<file path="src/rtl/bus_pkg.sv">
// bus_pkg: bus operation encodings and agent FSM states shared by bus and cache controllers
package bus_pkg;
  typedef enum logic [1:0] {
    OP_NONE = 2'b00,
    OP_RD   = 2'b01,
    OP_RDX  = 2'b10,
    OP_UPGR = 2'b11
  } bus_op_t;
  typedef enum logic [2:0] {
    ST_IDLE,
    ST_REQ,
    ST_ISSUE,
    ST_WAIT,
    ST_DONE
  } agent_state_t;
endpackage

</file>
<file path="src/rtl/snoop_responder.sv">
// snoop_responder: gates snoops of the other core's broadcasts and registers the L1 hit/flush response
module snoop_responder
  import bus_pkg::*;
#(
  parameter int ADDR_W = 32,
  parameter int DATA_W = 32
) (
  input  logic              clk,
  input  logic              reset,
  input  logic              grant,
  input  logic [1:0]        bus_operation_in,
  input  logic [ADDR_W-1:0] bus_address_in,
  input  logic              snoop_hit,
  input  logic              snoop_dirty,
  input  logic [DATA_W-1:0] snoop_data,
  output logic              snoop_valid,
  output logic [1:0]        snoop_op,
  output logic [ADDR_W-1:0] snoop_addr,
  output logic              cache_hit_out,
  output logic              flush_out,
  output logic [DATA_W-1:0] bus_data_out
);
  logic hit_d, flush_d;
  logic hit_q, flush_q;
  logic [DATA_W-1:0] data_d, data_q;
  // A broadcast is snooped only when it is not our own granted transaction
  always_comb begin
    snoop_valid = reset && !grant && bus_operation_in != OP_NONE;
    snoop_op    = snoop_valid ? bus_operation_in : OP_NONE;
    snoop_addr  = snoop_valid ? bus_address_in : '0;
    hit_d       = snoop_valid && snoop_hit;
    flush_d     = hit_d && snoop_dirty;
    data_d      = flush_d ? snoop_data : '0;
  end
  // The response lives for exactly one cycle after each snoop lookup
  always_ff @(posedge clk or negedge reset) begin
    if (!reset) begin
      hit_q   <= 1'b0;
      flush_q <= 1'b0;
      data_q  <= '0;
    end else begin
      hit_q   <= hit_d;
      flush_q <= flush_d;
      data_q  <= data_d;
    end
  end
  assign cache_hit_out = hit_q;
  assign flush_out     = flush_q;
  assign bus_data_out  = data_q;
endmodule

</file>
<file path="src/rtl/core_bus_agent.sv">
// core_bus_agent: turns L1 miss/upgrade requests into arbitrated bus operations and answers remote snoops
module core_bus_agent
  import bus_pkg::*;
#(
  parameter int ADDR_W   = 32,
  parameter int DATA_W   = 32,
  parameter int RESP_LAT = 2
) (
  input  logic              clk,
  input  logic              reset,
  input  logic              cache_req_valid,
  input  logic [1:0]        cache_req_op,
  input  logic [ADDR_W-1:0] cache_req_addr,
  output logic              cache_req_ready,
  output logic              cache_resp_valid,
  output logic [DATA_W-1:0] cache_resp_data,
  output logic              cache_resp_shared,
  output logic              req_core,
  input  logic              grant,
  output logic [1:0]        bus_operation_out,
  output logic [ADDR_W-1:0] bus_address_out,
  output logic [DATA_W-1:0] bus_data_out,
  output logic              flush_out,
  output logic              cache_hit_out,
  input  logic [1:0]        bus_operation_in,
  input  logic [ADDR_W-1:0] bus_address_in,
  input  logic [DATA_W-1:0] bus_data_in,
  input  logic              cache_hit_in,
  output logic              snoop_valid,
  output logic [1:0]        snoop_op,
  output logic [ADDR_W-1:0] snoop_addr,
  input  logic              snoop_hit,
  input  logic              snoop_dirty,
  input  logic [DATA_W-1:0] snoop_data
);
  localparam logic [3:0] LAT_M1 = 4'(RESP_LAT - 1);
  agent_state_t state_d, state_q;
  bus_op_t req_op, op_q, bus_op_q;
  logic [ADDR_W-1:0] addr_q, bus_addr_q;
  logic [DATA_W-1:0] resp_data_q;
  logic [3:0] cnt_q;
  logic ready_q, req_q, resp_valid_q, resp_shared_q;
  assign req_op = bus_op_t'(cache_req_op);
  // Next state; losing grant mid-operation falls back to REQ so the latched op retries
  always_comb begin
    state_d = state_q;
    unique case (state_q)
      ST_IDLE:  state_d = cache_req_valid && req_op != OP_NONE ? ST_REQ : ST_IDLE;
      ST_REQ:   state_d = grant ? ST_ISSUE : ST_REQ;
      ST_ISSUE: state_d = !grant ? ST_REQ : (op_q == OP_UPGR ? ST_DONE : ST_WAIT);
      ST_WAIT:  state_d = !grant ? ST_REQ : (cnt_q == LAT_M1 ? ST_DONE : ST_WAIT);
      ST_DONE:  state_d = ST_IDLE;
      default:  state_d = ST_IDLE;
    endcase
  end
  // State, request latch, latency counter and outputs registered from the next state
  always_ff @(posedge clk or negedge reset) begin
    if (!reset) begin
      state_q       <= ST_IDLE;
      op_q          <= OP_NONE;
      addr_q        <= '0;
      cnt_q         <= '0;
      ready_q       <= 1'b0;
      req_q         <= 1'b0;
      bus_op_q      <= OP_NONE;
      bus_addr_q    <= '0;
      resp_valid_q  <= 1'b0;
      resp_data_q   <= '0;
      resp_shared_q <= 1'b0;
    end else begin
      state_q      <= state_d;
      ready_q      <= state_d == ST_IDLE;
      req_q        <= state_d inside {ST_REQ, ST_ISSUE, ST_WAIT};
      bus_op_q     <= state_d == ST_ISSUE ? op_q : OP_NONE;
      bus_addr_q   <= state_d == ST_ISSUE ? addr_q : '0;
      resp_valid_q <= state_d == ST_DONE;
      cnt_q        <= state_q == ST_WAIT && grant ? cnt_q + 4'd1 : 4'd0;
      if (state_q == ST_IDLE && state_d == ST_REQ) begin
        op_q   <= req_op;
        addr_q <= cache_req_addr;
      end
      if (state_q == ST_WAIT && state_d == ST_DONE) begin
        resp_data_q   <= bus_data_in;
        resp_shared_q <= cache_hit_in;
      end
      if (state_q == ST_ISSUE && state_d == ST_DONE) begin
        resp_data_q   <= '0;
        resp_shared_q <= cache_hit_in;
      end
    end
  end
  assign cache_req_ready   = ready_q;
  assign req_core          = req_q;
  assign bus_operation_out = bus_op_q;
  assign bus_address_out   = bus_addr_q;
  assign cache_resp_valid  = resp_valid_q;
  assign cache_resp_data   = resp_data_q;
  assign cache_resp_shared = resp_shared_q;
  snoop_responder #(
    .ADDR_W(ADDR_W),
    .DATA_W(DATA_W)
  ) u_snoop (
    .clk              (clk),
    .reset            (reset),
    .grant            (grant),
    .bus_operation_in (bus_operation_in),
    .bus_address_in   (bus_address_in),
    .snoop_hit        (snoop_hit),
    .snoop_dirty      (snoop_dirty),
    .snoop_data       (snoop_data),
    .snoop_valid      (snoop_valid),
    .snoop_op         (snoop_op),
    .snoop_addr       (snoop_addr),
    .cache_hit_out    (cache_hit_out),
    .flush_out        (flush_out),
    .bus_data_out     (bus_data_out)
  );
endmodule

</file>
<file path="config.mk">
export PLATFORM = sky130hd
export DESIGN_NAME = core_bus_agent
export DESIGN_NICKNAME = d
export VERILOG_FILES = /design/src/rtl/bus_pkg.sv /design/src/rtl/snoop_responder.sv /design/src/rtl/core_bus_agent.sv
export SDC_FILE = /design/constraint.sdc
export NUM_CORES = 1
export LEC_CHECK = 0
export CAP_MARGIN = 40
export CORE_AREA = 2 2 106 108
export DETAILED_ROUTE_END_ITERATION = 8
export DIE_AREA = 0 0 108 110
export DONT_BUFFER_PORTS = 1
export GPL_ROUTABILITY_DRIVEN = 1
export PLACE_DENSITY = 0.71
export SYNTH_ARGS = -nofsm -noshare
export SYNTH_HDL_FRONTEND = slang
export SYNTH_HIERARCHICAL = 1
export SYNTH_SLANG_ARGS = --single-unit
</file>
<file path="constraint.sdc">
create_clock -name clk -period 2.4 [get_ports clk]
set_clock_uncertainty 0.15 [all_clocks]
set_input_delay 0.48 -clock clk [delete_from_list [all_inputs] [get_ports clk]]
set_output_delay 0.48 -clock clk [all_outputs]
set_load 0.02 [all_outputs]
</file>
# == After elaboration in Yosys (flattened, before gate mapping) ==
# Index checks and enable logic that the tools add are counted.
# totals
regBits,145
elab_cells,57
output_inout_bits,139
# classes
add_sub_neg,1
n_mux,17
eq_ne,9
reduce_logical,16
# op_table
operator,n
2-to-1 mux 32 bit,5
"== test 3 x 2 -> 1 bit, second input constant",4
2-to-1 mux 3 bit,4
case mux 3 bit (4 select lines),1
logical AND 1 bit,9
"== test 3 x 1 -> 1 bit, second input constant",2
logical NOT 3 bit,2
2-to-1 mux 2 bit,3
nonzero test 2 bit,3
"adder 4 x 1 -> 4 bit, second input constant",1
"== test 4 x 1 -> 1 bit, second input constant",1
2-to-1 mux 4 bit,1
"== test 3 bit, second input constant",1
2-to-1 mux 1 bit,3
nonzero test 3 bit,1
"== test 2 bit, second input constant",1
logical NOT 1 bit,1

# == Depth between registers and ports, before layout ==
# Gate-level depths: netlist of run 1.
# logic_depth
depth_word,8
depth_mapped,7

# == Cells and area by module ==
# The synthesis of run 1 kept the hierarchy.
# modules_own_cells
mod,cells_per_inst,instances,area_each_um2,seq_area_each_um2
core_bus_agent,322,1,4276.6,2777.7
snoop_responder,163,1,1640.3,850.8

# == Worst setup path before layout of run 1 ==
# No wires, ideal clock.
# synth_path
path_type,input to output
from,input port grant
to,output port snoop_addr[0]
t_arrival_ns,1.403
t_required_ns,1.770
path_slack_ns,0.367
cell_stages,4
path_buffers,2
cell_sequence,nand2b_4 > buf_6 > buf_2 > nor3b_1
# synth_between
elab_chain_len,4
# synth_lines
item,line_no,rtl
from (decl),core_bus_agent.sv:19,"input logic grant,"
logical NOT 1 bit,snoop_responder.sv:28,snoop_valid = reset && !grant && bus_operation_in != OP_NONE;
logical AND 1 bit (2 in series),snoop_responder.sv:28,
2-to-1 mux 32 bit,snoop_responder.sv:30,snoop_addr = snoop_valid ? bus_address_in : '0;
to (decl),core_bus_agent.sv:31,"output logic [ADDR_W-1:0] snoop_addr,"
# Every way passes these cells.

# == Worst setup path in the final report of run 1 ==
# layout_path
from,input port grant
to,output port snoop_addr[31]
# The elaborated chain is that of the path after synthesis.

==> load_flow_metrics.sql, run 1 <==
INSERT INTO impl_metrics (metric_group, metric, value, unit) VALUES
('status', 'run_status', 'finished, violations left', ''),
('status', 'violations_in_the_final_reports', 'hold timing', ''),
('timing', 'worst_slack', '0.378', 'ns'),
('logic_synthesis', 'synth.avg_cell_area', '12.2', 'µm²'),
('worst_setup_path', 'cp.required', '1.77', 'ns'),
('floorplanning', 'die_height', '110', 'µm'),
('detailed_routing', 'routed_wire_length_per_instance', '21.0', 'µm'),
('placed_design', 'place_congestion', '0.969', ''),
('timing', 'finalMaxSlewViolations', '0', ''),
('logic_synthesis', 'mappedNetlistArea', '5920', 'µm²'),
('timing', 'worst_slew_margin_rel', '63.7', '%'),
('floorplanning', 'design.portCount', '278', ''),
('worst_setup_path', 'timing.setup.critical_path_class', 'in -> out', ''),
('finish', 'post_route_core_utilization', '72.9', '%'),
('finish', 'register_area', '3630', 'µm²'),
('timing', 'final.hold.worst_slack', '-0.483', 'ns'),
('worst_setup_path', 'critical_path_arrival', '1.39', 'ns'),
('logic_synthesis', 'postSynthRegisterBits', '145', ''),
('placed_design', 'preCtsSetupSlack', '0.373', 'ns'),
('clocking', 'cts_num_sinks', '145', ''),
('timing', 'final.period_utilization', '84.2', '%'),
('floorplanning', 'dieArea', '11900', 'µm²'),
('timing', 'final_period_minus_worst_setup_slack', '2.02', 'ns'),
('logic_synthesis', 'share_of_synthesized_area_occupied_by_flip_flops_and_latches', '61.3', '%'),
('detailed_routing', 'initialDrtViolationCount', '384', ''),
('power_and_ir_drop', 'power.density', '1050', 'nW/µm²'),
('power_and_ir_drop', 'comb_power_share', '18.7', '%'),
('worst_setup_path', 'worstPathCellList', 'nand2b_4 -> nor3b_1 -> buf_4', ''),
('clocking', 'clockBufferDepth', '2', ''),
('finish', 'synthToLayoutAreaGrowth', '31.7', '%'),
('finish', 'layout.filler_cells', '672', ''),
('finish', 'layout.cells.most_common_list', 'dfrtp_1 (145), dlygate4sd3_1 (102), mux2_2 (38)', ''),
('detailed_routing', 'ant_nets', '0', ''),
('logic_synthesis', 'post_syn_nets', '626', ''),
('clocking', 'path_clk_slew', '0.06', 'ns'),
('timing', 'grt_setup_unrepaired', 'false', ''),
('floorplanning', 'core_area', '10700', 'µm²'),
('clocking', 'cts_tree', 'yes', ''),
('worst_setup_path', 'critPathMaxStageDelay', '0.36', 'ns'),
('clocking', 'clock-root-buffer', 'clkbuf_8', ''),
('floorplanning', 'die_width', '108', 'µm'),
('detailed_routing', 'drt_drc_violations_left', '0', ''),
('floorplanning', 'placement_rows', '38', ''),
('clocking', 'post-cts-setup-buffers', '0', ''),
('grt', 'antenna_found_initial', '5', ''),
('min_path', 'min-delay-path-class', 'in -> async', ''),
('detailed_routing', 'totalWireLength', '16000', 'µm'),
('finish', 'leading_cell_type_in_the_layout_fill_and_taps_excluded', 'dfrtp_1', ''),
('power_and_ir_drop', 'p_int', '5.42', 'mW'),
('worst_setup_path', 'timing.critical_path.fanout_max', '47', ''),
('grt', 'gr-usage-all-layers', '27.3', '%'),
('timing', 'hold_viol', '145', ''),
('timing', 'timing.setup.tns', '0', 'ns'),
('clocking', 'htree_levels', '4', ''),
('timing', 'total_setup_violations_reported_at_the_end_of_the_flow', '0', ''),
('worst_setup_path', 'crit_path_end_kind', 'output port', ''),
('worst_setup_path', 'worst_setup_path_start_kind', 'primary input', ''),
('worst_setup_path', 'critical-path-slowest-cell', 'nand2b_4', ''),
('clocking', 'cts_buffers', '17', ''),
('power_and_ir_drop', 'post_route_total_power', '8.19', 'mW'),
('placed_design', 'io_buffers', '0', ''),
('power_and_ir_drop', 'power.sequential.fraction', '51.6', '%'),
('grt', 'largest_net_degree_at_the_start_of_global_routing', '147', ''),
('grt', 'global_route.overflow_total', '0', ''),
('clocking', 'cts_hold_repair.buffers', '102', ''),
('power_and_ir_drop', 'power.clock.fraction', '29.7', '%'),
('floorplanning', 'floorplan.initialDensity', '55.3', '%'),
('detailed_routing', 'avgViaCountPerCell', '5.43', ''),
('grt', 'first_global_vias', '4365', ''),
('power_and_ir_drop', 'peakVddDrop', '0.000708', 'V'),
('power_and_ir_drop', 'netSwitchingFraction', '33.8', '%');
-- state kept, by name (all words and copies together) (netlist names) --
| name | cells |
|---|---|
| cache_req_ready | 1 |
| addr_q | 32 |
| op_q | 2 |
| cnt_q | 4 |
| req_core | 1 |
| cache_resp_data | 32 |
| cache_resp_valid | 1 |
| u_snoop/cache_hit_out | 1 |
| bus_address_out | 32 |
| cache_resp_shared | 1 |
| bus_operation_out | 2 |
| state_q | 3 |
| u_snoop/flush_out | 1 |
| u_snoop/bus_data_out | 32 |
-- critical path: cells and delay by family --
family                 cells  cell delay, ns
and+or+nand+nor            2            0.70
buffers and inverters      1            0.19
-- final timing paths --
kind	from	end	slack (ns)	depth (start not counted)
min in group clk	bus_operation_in[1]	u_snoop/bus_data_out[5]$_DFF_PN0_	0.09	2
hold / removal	reset	bus_address_out[13]$_DFF_PN0_	-0.48	0
hold reg to reg	addr_q[24]$_DFFE_PN0P_	bus_address_out[24]$_DFF_PN0_	0.32	1
setup / recovery	grant	snoop_addr[31]	0.38	3
setup reg to reg	state_q[0]$_DFF_PN0_	req_core$_DFF_PN0_	0.38	4
max in group asynchronous	reset	cache_resp_shared$_DFFE_PN0P_	2.41	0
-- metal layers --
layer,wire length (µm),GRT usage (%),vias to the layer above
met2,7970,44.5,227
li1,-,-,1860
met1,6050,32.1,2012
met4,532,12.8,0
met5,0,0,-
met3,1470,10.8,37
-- power groups by stage --
stage          clock [mW]  combinational (mW)  sequential (mW)
2_1_floorplan           0                1.14             4.05
6_report             2.44                1.53             4.23
3_5_place_dp            0                1.34             4.24
5_1_grt              2.61                1.68             4.32
4_1_cts              2.47                1.49             4.21
3_3_place_gp            0                1.26             4.21
-- synth_stat cells (all sizes together) --
cell / number / share of area [%]
a21boi: 1 / 0.13
a41o: 1 / 0.17
and2: 34 / 3.6
and3b: 2 / 0.30
and4bb: 2 / 0.42
buf: 33 / 3.5
clkbuf: 6 / 0.38
dfrtp: 145 / 61
ha: 2 / 0.42
inv: 33 / 2.1
mux2: 38 / 7.2
mux2i: 29 / 4.9
nand2: 31 / 2.0
nand2b: 1 / 0.23
nand3: 36 / 3.0
nor2: 10 / 0.63
nor2b: 4 / 0.42
nor3: 33 / 2.8
nor3b: 34 / 4.9
nor4bb: 1 / 0.17
o211a: 2 / 0.34
o21ai: 1 / 0.085
o221a: 1 / 0.19
or3b: 2 / 0.30
or4b: 1 / 0.17
xnor2: 1 / 0.15
xor2: 1 / 0.15
-- cell families (layout without fill, tap and decap cells) --
family                     after synthesis  in the layout  share of synthesized area (%)
DFF                                    145            145                           61.3
xor gates and xnor gates                 2              2                          0.296
adders and majority gates                2              2                          0.423
AOI/OAI and AO/OA                        6              6                          0.909
muxes                                   67             67                           12.1
other                                    0              4                              0
and+or+nand+nor                        191            191                           18.9
buffers and inverters                   72            204                           5.96
-- metrics by stage --
stage / cells / hold slack [ns] / area [µm²]
3_5_place_dp: 623 / 0.0372 / 6170
6_report: 761 / -0.483 / 7790
3_3_place_gp: 623 / 0.0384 / 6170
4_1_cts: 755 / -0.510 / 7740
2_1_floorplan: 485 / 0.0344 / 5920
5_1_grt: 760 / -0.519 / 7790
-- cell type report --
class	instances	share of cell area, %
clock inverters	11	1.35
flip-flops and latches	145	46.6
inverters	33	1.59
repair buffers	141	17.5
multi-input cells	268	24.9
well taps	140	2.25
clock buffers	19	5.67
diodes	4	0.128
(Power assumes the default switching activity.)
==> run 2, diff against run 1 <==
--- a/config.mk
+++ b/config.mk
@@ -6,9 +6,9 @@
 export NUM_CORES = 1
 export LEC_CHECK = 0
 export CAP_MARGIN = 40
-export CORE_AREA = 2 2 106 108
+export CORE_AREA = 2 2 108 110
 export DETAILED_ROUTE_END_ITERATION = 8
-export DIE_AREA = 0 0 108 110
+export DIE_AREA = 0 0 110 112
 export DONT_BUFFER_PORTS = 1
 export GPL_ROUTABILITY_DRIVEN = 1
 export PLACE_DENSITY = 0.71
==> constraint.sdc (replaced) <==
create_clock -name clk -period 1.75 [get_ports clk]
set_clock_uncertainty 0.15 [all_clocks]
set_input_delay 0.35 -clock clk [delete_from_list [all_inputs] [get_ports clk]]
set_output_delay 0.35 -clock clk [all_outputs]
set_load 0.02 [all_outputs]
==> run 2 against run 1 <==
  * Via count increased by 5.2%
  * Wire length grew 4.8%
  * The flow finishes with violations (hold timing, setup timing)
  * Combinational power up 73%
  * Sequential share of layout area fell by 4.0 points
  * Sequential power increased by 37%
  * Highest routed layer unchanged
  * Setup slack got worse by 0.58 ns
  * Worst hold slack worse by 0.036 ns
  * Flip-flop and latch count unchanged
  * Design area grew 9.4%
  * Power is 49% higher
  * Critical path depth up 2
==> load_flow_metrics.sql, run 2 (synthesis results as in run 1) <==
INSERT INTO impl_metrics (metric_group, metric, value, unit) VALUES
('floorplanning', 'floorplan.initialDensity', '53.0', '%'),
('floorplanning', 'design.portCount', '278', ''),
('grt', 'first_global_vias', '4561', ''),
('clocking', 'cts_buffers', '17', ''),
('timing', 'final.period_utilization', '111', '%'),
('detailed_routing', 'initialDrtViolationCount', '370', ''),
('clocking', 'path_clk_slew', '0.07', 'ns'),
('finish', 'number_of_nets_in_the_final_layout', '785', ''),
('floorplanning', 'die_width', '110', 'µm'),
('worst_setup_path', 'cp_top_family', 'simple AND/OR/NAND/NOR gates', ''),
('worst_setup_path', 'critical_path_arrival', '2.09', 'ns'),
('placed_design', 'placed_cells', '648', ''),
('finish', 'layout.cells.most_common_list', 'dfrtp_1 (144), dlygate4sd3_1 (98), buf_4 (58)', ''),
('finish', 'post_route_insts_no_fill', '800', ''),
('floorplanning', 'placement_rows', '39', ''),
('timing', 'hold_viol', '145', ''),
('worst_setup_path', 'crit_path_end_kind', 'register', ''),
('grt', 'antenna_found_initial', '0', ''),
('detailed_routing', 'totalWireLength', '16800', 'µm'),
('clocking', 'clockBufferDepth', '2', ''),
('grt', 'gr-usage-all-layers', '27.2', '%'),
('grt', 'largest_net_degree_at_the_start_of_global_routing', '147', ''),
('timing', 'worst_slack', '-0.200', 'ns'),
('timing', 'final_period_minus_worst_setup_slack', '1.95', 'ns'),
('placed_design', 'io_buffers', '0', ''),
('detailed_routing', 'drt_drc_violations_left', '0', ''),
('worst_setup_path', 'timing.setup.critical_path_class', 'reg -> reg', ''),
('grt', 'first_pass_grt_wire_length', '24800', 'µm'),
('timing', 'fmaxAchievable', '513', 'MHz'),
('floorplanning', 'die_height', '112', 'µm'),
('timing', 'finalMaxSlewViolations', '0', ''),
('placed_design', 'place_congestion', '0.865', ''),
('detailed_routing', 'avgViaCountPerCell', '5.44', ''),
('finish', 'layout.filler_cells', '648', ''),
('worst_setup_path', 'worstPathCellList', 'inv_2 -> ha_4 -> or3b_4 -> o221a_1 -> or4b_1', ''),
('worst_setup_path', 'r2r_start', 'cnt_q[1]$_DFF_PN0_', ''),
('detailed_routing', 'ant_nets', '0', ''),
('clocking', 'clock_insertion_delay_worst_skew', '0.42', 'ns'),
('worst_setup_path', 'critical_path.startpoint', 'cnt_q[1]$_DFF_PN0_', ''),
('timing', 'final.hold.worst_slack', '-0.520', 'ns'),
('timing', 'grt_setup_unrepaired', 'true', ''),
('timing', 'tightestPinTransition', '0.403', 'ns'),
('clocking', 'cts_tree', 'yes', ''),
('worst_setup_path', 'timing.critical_path.fanout_max', '2', ''),
('worst_setup_path', 'critPathMaxStageDelay', '0.50', 'ns'),
('power_and_ir_drop', 'peakVddDrop', '0.000987', 'V'),
('clocking', 'htree_levels', '4', ''),
('detailed_routing', 'first_pass_iters', '5', ''),
('finish', 'n_antenna_cell', '0', ''),
('status', 'run_status', 'finished, violations left', ''),
('power_and_ir_drop', 'power.density', '1430', 'nW/µm²'),
('min_path', 'min-delay-path-class', 'in -> async', ''),
('power_and_ir_drop', 'cellLeakagePower', '3.90', 'nW'),
('grt', 'global_route.overflow_total', '0', ''),
('timing', 'total_setup_violations_reported_at_the_end_of_the_flow', '27', ''),
('floorplanning', 'dieArea', '12300', 'µm²'),
('finish', 'final_layout_size_suffix_gt1_share', '30.0', '%'),
('worst_setup_path', 'cp.required', '1.89', 'ns'),
('flow_run', 'max-cap-violations', '0', ''),
('worst_setup_path', 'worst_setup_path_start_kind', 'register', ''),
('finish', 'leading_cell_type_in_the_layout_fill_and_taps_excluded', 'dfrtp_1', ''),
('finish', 'synthToLayoutAreaGrowth', '44.1', '%'),
('worst_setup_path', 'critical_path_buf_inv_count', '1', ''),
('detailed_routing', 'routed_wire_length_per_instance', '21.0', 'µm'),
('status', 'violations_in_the_final_reports', 'hold timing, setup timing', ''),
('detailed_routing', 'detailroute.via_count', '4353', ''),
('placed_design', 'preCtsSetupSlack', '-0.204', 'ns'),
('clocking', 'clock-root-buffer', 'clkbuf_16', ''),
('placed_design', 'place.detailed.hpwl', '10100', 'µm'),
('floorplanning', 'core_area', '11200', 'µm²'),
('worst_setup_path', 'critical-path-slowest-cell', 'or4b_1', ''),
('clocking', 'cts_hold_repair.buffers', '98', ''),
('clocking', 'cts_num_sinks', '145', ''),
('timing', 'worst_slew_margin_rel', '73.0', '%');
[run 2: cell count changes in the layout (fill, tap and decap cells not counted), moves of 4 or more]
| cell | before | now |
|---|---|---|
| dlygate4sd3_1 | 102 | 98 |
| buf_12 | 2 | 8 |
| mux2_4 | 0 | 4 |
| nor3b_1 | 27 | 1 |
| nor3b_2 | 7 | 33 |
| buf_6 | 0 | 5 |
| diode_2 | 4 | 0 |
| mux2_2 | 38 | 34 |
| buf_4 | 35 | 58 |
[run 2: per-stage QoR]
stage	hold slack (ns)	setup TNS, ns	power (mW)	utilization (%)	area [µm²]
final	-0.520	-1.23	12.2	76.3	8520
after global routing	-0.543	-3.18	12.8	76.3	8520
after CTS	-0.543	-4.62	12.0	74.4	8310
after detailed placement	-0.0927	-2.37	7.85	58.5	6540
after global placement	-0.0928	-0.881	7.70	58.5	6540
after floorplan	-0.0956	-0.572	7.14	-	6050
[run 2: layer usage]
| metal | track usage, % | routed length, µm | part of all wire, % | vias to the layer above |
|---|---|---|---|---|
| li1 | - | - | - | 1931 |
| met1 | 34.5 | 6550 | 39 | 2148 |
| met2 | 42.4 | 8230 | 49 | 228 |
| met3 | 8.78 | 1480 | 8.8 | 46 |
| met4 | 12.1 | 523 | 3.1 | 0 |
| met5 | 0 | 0 | 0 | - |
[run 2: path summary, 6_finish.rpt]
check                      slack [ns]                              end  depth (start not counted)
max                             -0.20               req_core$_DFF_PN0_                          5
min                             -0.52           addr_q[17]$_DFFE_PN0P_                          0
max reg2reg                     -0.20               req_core$_DFF_PN0_                          5
min in group clk                 0.09  cache_resp_data[31]$_DFFE_PN0P_                          2
max in group asynchronous        1.73           addr_q[30]$_DFFE_PN0P_                          0
min reg2reg                      0.32     bus_address_out[7]$_DFF_PN0_                          1
[run 2: layout make-up]
type / count / area (µm²) / share of cell area (%)
timing repair buffer: 179 / 1840 / 21.6
sequential: 145 / 3630 / 42.6
tap: 143 / 179 / 2.10
clock inverter: 14 / 180 / 2.11
clock buffer: 18 / 439 / 5.15
multi-input combinational: 268 / 2130 / 25.0
inverter: 33 / 124 / 1.45
[run 2: report_power, final]
group	internal [mW]	leakage, nW	switching [mW]	total [mW]
logic	1.48	1.76	1.17	2.65
registers	4.37	1.85	1.44	5.81
clock network	2.30	0.286	1.44	3.74
total	8.15	3.90	4.04	12.2
[run 2: repair_timing]
action	in CTS	in global routing
setup endpoints to repair	58	71
hold endpoints to repair	243	145
buffers inserted	7	9
pin swaps	4	4
resized for setup	7	23
cloned	3	2
==> run 3, diff against run 2 <==
--- a/config.mk
+++ b/config.mk
@@ -6,12 +6,11 @@
 export NUM_CORES = 1
 export LEC_CHECK = 0
 export CAP_MARGIN = 40
-export CORE_AREA = 2 2 108 110
+export CORE_MARGIN = 2
+export CORE_UTILIZATION = 43
 export DETAILED_ROUTE_END_ITERATION = 8
-export DIE_AREA = 0 0 110 112
 export DONT_BUFFER_PORTS = 1
 export GPL_ROUTABILITY_DRIVEN = 1
-export PLACE_DENSITY = 0.71
 export SYNTH_ARGS = -nofsm -noshare
 export SYNTH_HDL_FRONTEND = slang
 export SYNTH_HIERARCHICAL = 1
==> constraint.sdc (replaced) <==
create_clock -name clk -period 1.75 [get_ports clk]
set_clock_uncertainty 0.15 [all_clocks]
set_input_delay 0.525 -clock clk [delete_from_list [all_inputs] [get_ports clk]]
set_output_delay 0.525 -clock clk [all_outputs]
set_load 0.02 [all_outputs]
==> run 3 against run 2 <==
  * Cell count decreased by 8.8%
  * Clock-buffer cell count is 3 higher
  * Core utilization shrank 17 points
  * Flip-flop and latch count did not move
  * First-iteration DRC count is 51% lower
  * The run still ends with hold timing, setup timing left
  * Power fell by 1.9%
  * Largest power group unchanged
  * Sequential share of layout area rose by 3.4 points
  * Non-clock buffer count is 102 lower
==> load_flow_metrics.sql, run 3 (synthesis results as in run 1) <==
INSERT INTO impl_metrics (metric_group, metric, value, unit) VALUES
('clocking', 'clock_insertion_delay_worst_skew', '0.41', 'ns'),
('placed_design', 'placed_cells', '680', ''),
('detailed_routing', 'ant_nets', '0', ''),
('timing', 'fmaxAchievable', '490', 'MHz'),
('finish', 'post_route_core_utilization', '59.2', '%'),
('timing', 'final.period_utilization', '117', '%'),
('worst_setup_path', 'critical_path_arrival', '1.37', 'ns'),
('floorplanning', 'die_width', '121', 'µm'),
('timing', 'worst_slack', '-0.292', 'ns'),
('worst_setup_path', 'timing.critical_path.to', 'snoop_addr[17]', ''),
('worst_setup_path', 'r2r_slack', '-0.25', 'ns'),
('power_and_ir_drop', 'cellLeakagePower', '3.63', 'nW'),
('worst_setup_path', 'cp.required', '1.07', 'ns'),
('timing', 'grt_setup_unrepaired', 'true', ''),
('placed_design', 'preCtsSetupSlack', '-0.247', 'ns'),
('placed_design', 'place.detailed.hpwl', '9590', 'µm'),
('timing', 'tightestPinTransition', '0.316', 'ns'),
('floorplanning', 'design.portCount', '278', ''),
('worst_setup_path', 'r2r_start', 'cnt_q[1]$_DFF_PN0_', ''),
('floorplanning', 'placement_rows', '42', ''),
('finish', 'finalInstanceArea', '7900', 'µm²'),
('power_and_ir_drop', 'post_route_total_power', '12.0', 'mW'),
('power_and_ir_drop', 'peakVddDrop', '0.000910', 'V'),
('floorplanning', 'floorplan.initialDensity', '44.3', '%'),
('worst_setup_path', 'crit_path_end_kind', 'output port', ''),
('timing', 'finalMaxSlewViolations', '0', ''),
('clocking', 'clock-root-buffer', 'clkbuf_16', ''),
('status', 'violations_in_the_final_reports', 'hold timing, setup timing', ''),
('timing', 'total_setup_violations_reported_at_the_end_of_the_flow', '43', ''),
('finish', 'n_antenna_cell', '0', ''),
('floorplanning', 'core_area', '13300', 'µm²'),
('timing', 'final.hold.worst_slack', '-0.338', 'ns'),
('clocking', 'cts_buffers', '17', ''),
('flow_run', 'max-cap-violations', '0', ''),
('detailed_routing', 'detailroute.via_count', '3832', ''),
('worst_setup_path', 'critPathMaxStageDelay', '0.22', 'ns'),
('placed_design', 'place_congestion', '0.756', ''),
('clocking', 'cts_num_sinks', '145', ''),
('grt', 'first_pass_grt_wire_length', '22300', 'µm'),
('timing', 'worst_slew_margin_rel', '78.9', '%'),
('clocking', 'clockBufferDepth', '2', ''),
('worst_setup_path', 'critical_path.startpoint', 'reset', ''),
('clocking', 'htree_levels', '4', ''),
('status', 'run_status', 'finished, violations left', ''),
('detailed_routing', 'drt_drc_violations_left', '0', ''),
('worst_setup_path', 'rr_endpoint', 'req_core$_DFF_PN0_', ''),
('detailed_routing', 'first_pass_iters', '5', ''),
('floorplanning', 'die_height', '121', 'µm'),
('min_path', 'min-delay-path-class', 'in -> async', ''),
('timing', 'hold_viol', '145', ''),
('clocking', 'path_clk_slew', '0.05', 'ns'),
('worst_setup_path', 'critical-path-slowest-cell', 'clkbuf_16', ''),
('grt', 'first_global_vias', '4085', ''),
('finish', 'leading_cell_type_in_the_layout_fill_and_taps_excluded', 'dfrtp_1', ''),
('floorplanning', 'dieArea', '14700', 'µm²'),
('worst_setup_path', 'critical_path_buf_inv_count', '2', ''),
('worst_setup_path', 'cp_top_family', 'buffers and inverters', ''),
('placed_design', 'io_buffers', '0', ''),
('detailed_routing', 'avgViaCountPerCell', '5.25', ''),
('grt', 'largest_net_degree_at_the_start_of_global_routing', '147', ''),
('power_and_ir_drop', 'power.density', '1510', 'nW/µm²'),
('timing', 'timing.setup.tns', '-9.20', 'ns'),
('finish', 'number_of_nets_in_the_final_layout', '683', ''),
('finish', 'layout.cells.most_common_list', 'dfrtp_1 (143), nand3_1 (36), and2_1 (34)', ''),
('worst_setup_path', 'timing.setup.critical_path_class', 'in -> out', ''),
('finish', 'final_layout_size_suffix_gt1_share', '35.2', '%'),
('detailed_routing', 'initialDrtViolationCount', '183', ''),
('clocking', 'cts_tree', 'yes', ''),
('worst_setup_path', 'r2r.worst_path.cells', '5', ''),
('worst_setup_path', 'critical_path_cell_count', '4', ''),
('detailed_routing', 'totalWireLength', '14700', 'µm'),
('grt', 'antenna_found_initial', '0', ''),
('finish', 'synthToLayoutAreaGrowth', '33.5', '%'),
('timing', 'final_period_minus_worst_setup_slack', '2.04', 'ns'),
('grt', 'global_route.overflow_total', '0', ''),
('worst_setup_path', 'worst_setup_path_start_kind', 'primary input', ''),
('finish', 'post_route_insts_no_fill', '730', ''),
('worst_setup_path', 'timing.critical_path.fanout_max', '146', ''),
('grt', 'gr-usage-all-layers', '20.0', '%'),
('detailed_routing', 'routed_wire_length_per_instance', '20.1', 'µm'),
('worst_setup_path', 'worstPathCellList', 'nand2b_4 -> clkbuf_16 -> nor3b_2 -> buf_4', ''),
('placed_design', 'postPlaceCellArea', '6690', 'µm²');
==> run 3: final cells by class <==
class	count	area, µm²
repair buffers	77	972
inverters	33	124
multi-input cells	268	2320
well taps	176	220
fillers	1062	5450
clock inverters	10	158
clock buffers	21	470
flip-flops and latches	145	3630
==> run 3: worst reg2reg max path, stage by stage (launching register included) <==
cell and delay [ns]:
dfrtp_1 0.38, inv_1 0.06, ha_2 0.15, or3b_4 0.38, o221a_1 0.26, or4b_1 0.48
==> run 3: power by group <==
| part | leakage (nW) | internal [mW] | total [mW] | switching (mW) |
|---|---|---|---|---|
| logic | 1.47 | 1.37 | 2.41 | 1.04 |
| clock network | 0.313 | 2.49 | 3.81 | 1.32 |
| registers | 1.85 | 4.38 | 5.74 | 1.36 |
| total | 3.63 | 8.24 | 12.0 | 3.73 |
==> run 3: worst min-delay path by stage <==
stage	startpoint	endpoint	slack, ns
floorplan	reset	addr_q[0]$_DFFE_PN0P_	0.08
global placement	reset	bus_address_out[30]$_DFF_PN0_	0.08
detailed placement	reset	bus_address_out[30]$_DFF_PN0_	0.08
CTS	reset	cnt_q[1]$_DFF_PN0_	-0.37
global route	reset	bus_address_out[30]$_DFF_PN0_	-0.37
finish	reset	bus_address_out[30]$_DFF_PN0_	-0.34
==> run 3: repair_timing <==
| action | in CTS | in global routing |
|---|---|---|
| cloned | 8 | 3 |
| pin swaps | 7 | 4 |
| buffers inserted | 9 | 2 |
| hold endpoints to repair | 145 | 145 |
| setup endpoints to repair | 92 | 97 |
| gates resized for setup | 46 | 25 |
==> run 3: layer usage <==
metal | share of wire (%) | vias to the layer above | routed length [µm] | global-route usage [%]
met5 | 0 | - | 0 | 0
met4 | 1.7 | 0 | 251 | 7.18
met3 | 9.2 | 19 | 1350 | 9.02
met2 | 50 | 184 | 7340 | 31.0
met1 | 39 | 1897 | 5750 | 24.7
li1 | - | 1732 | - | -
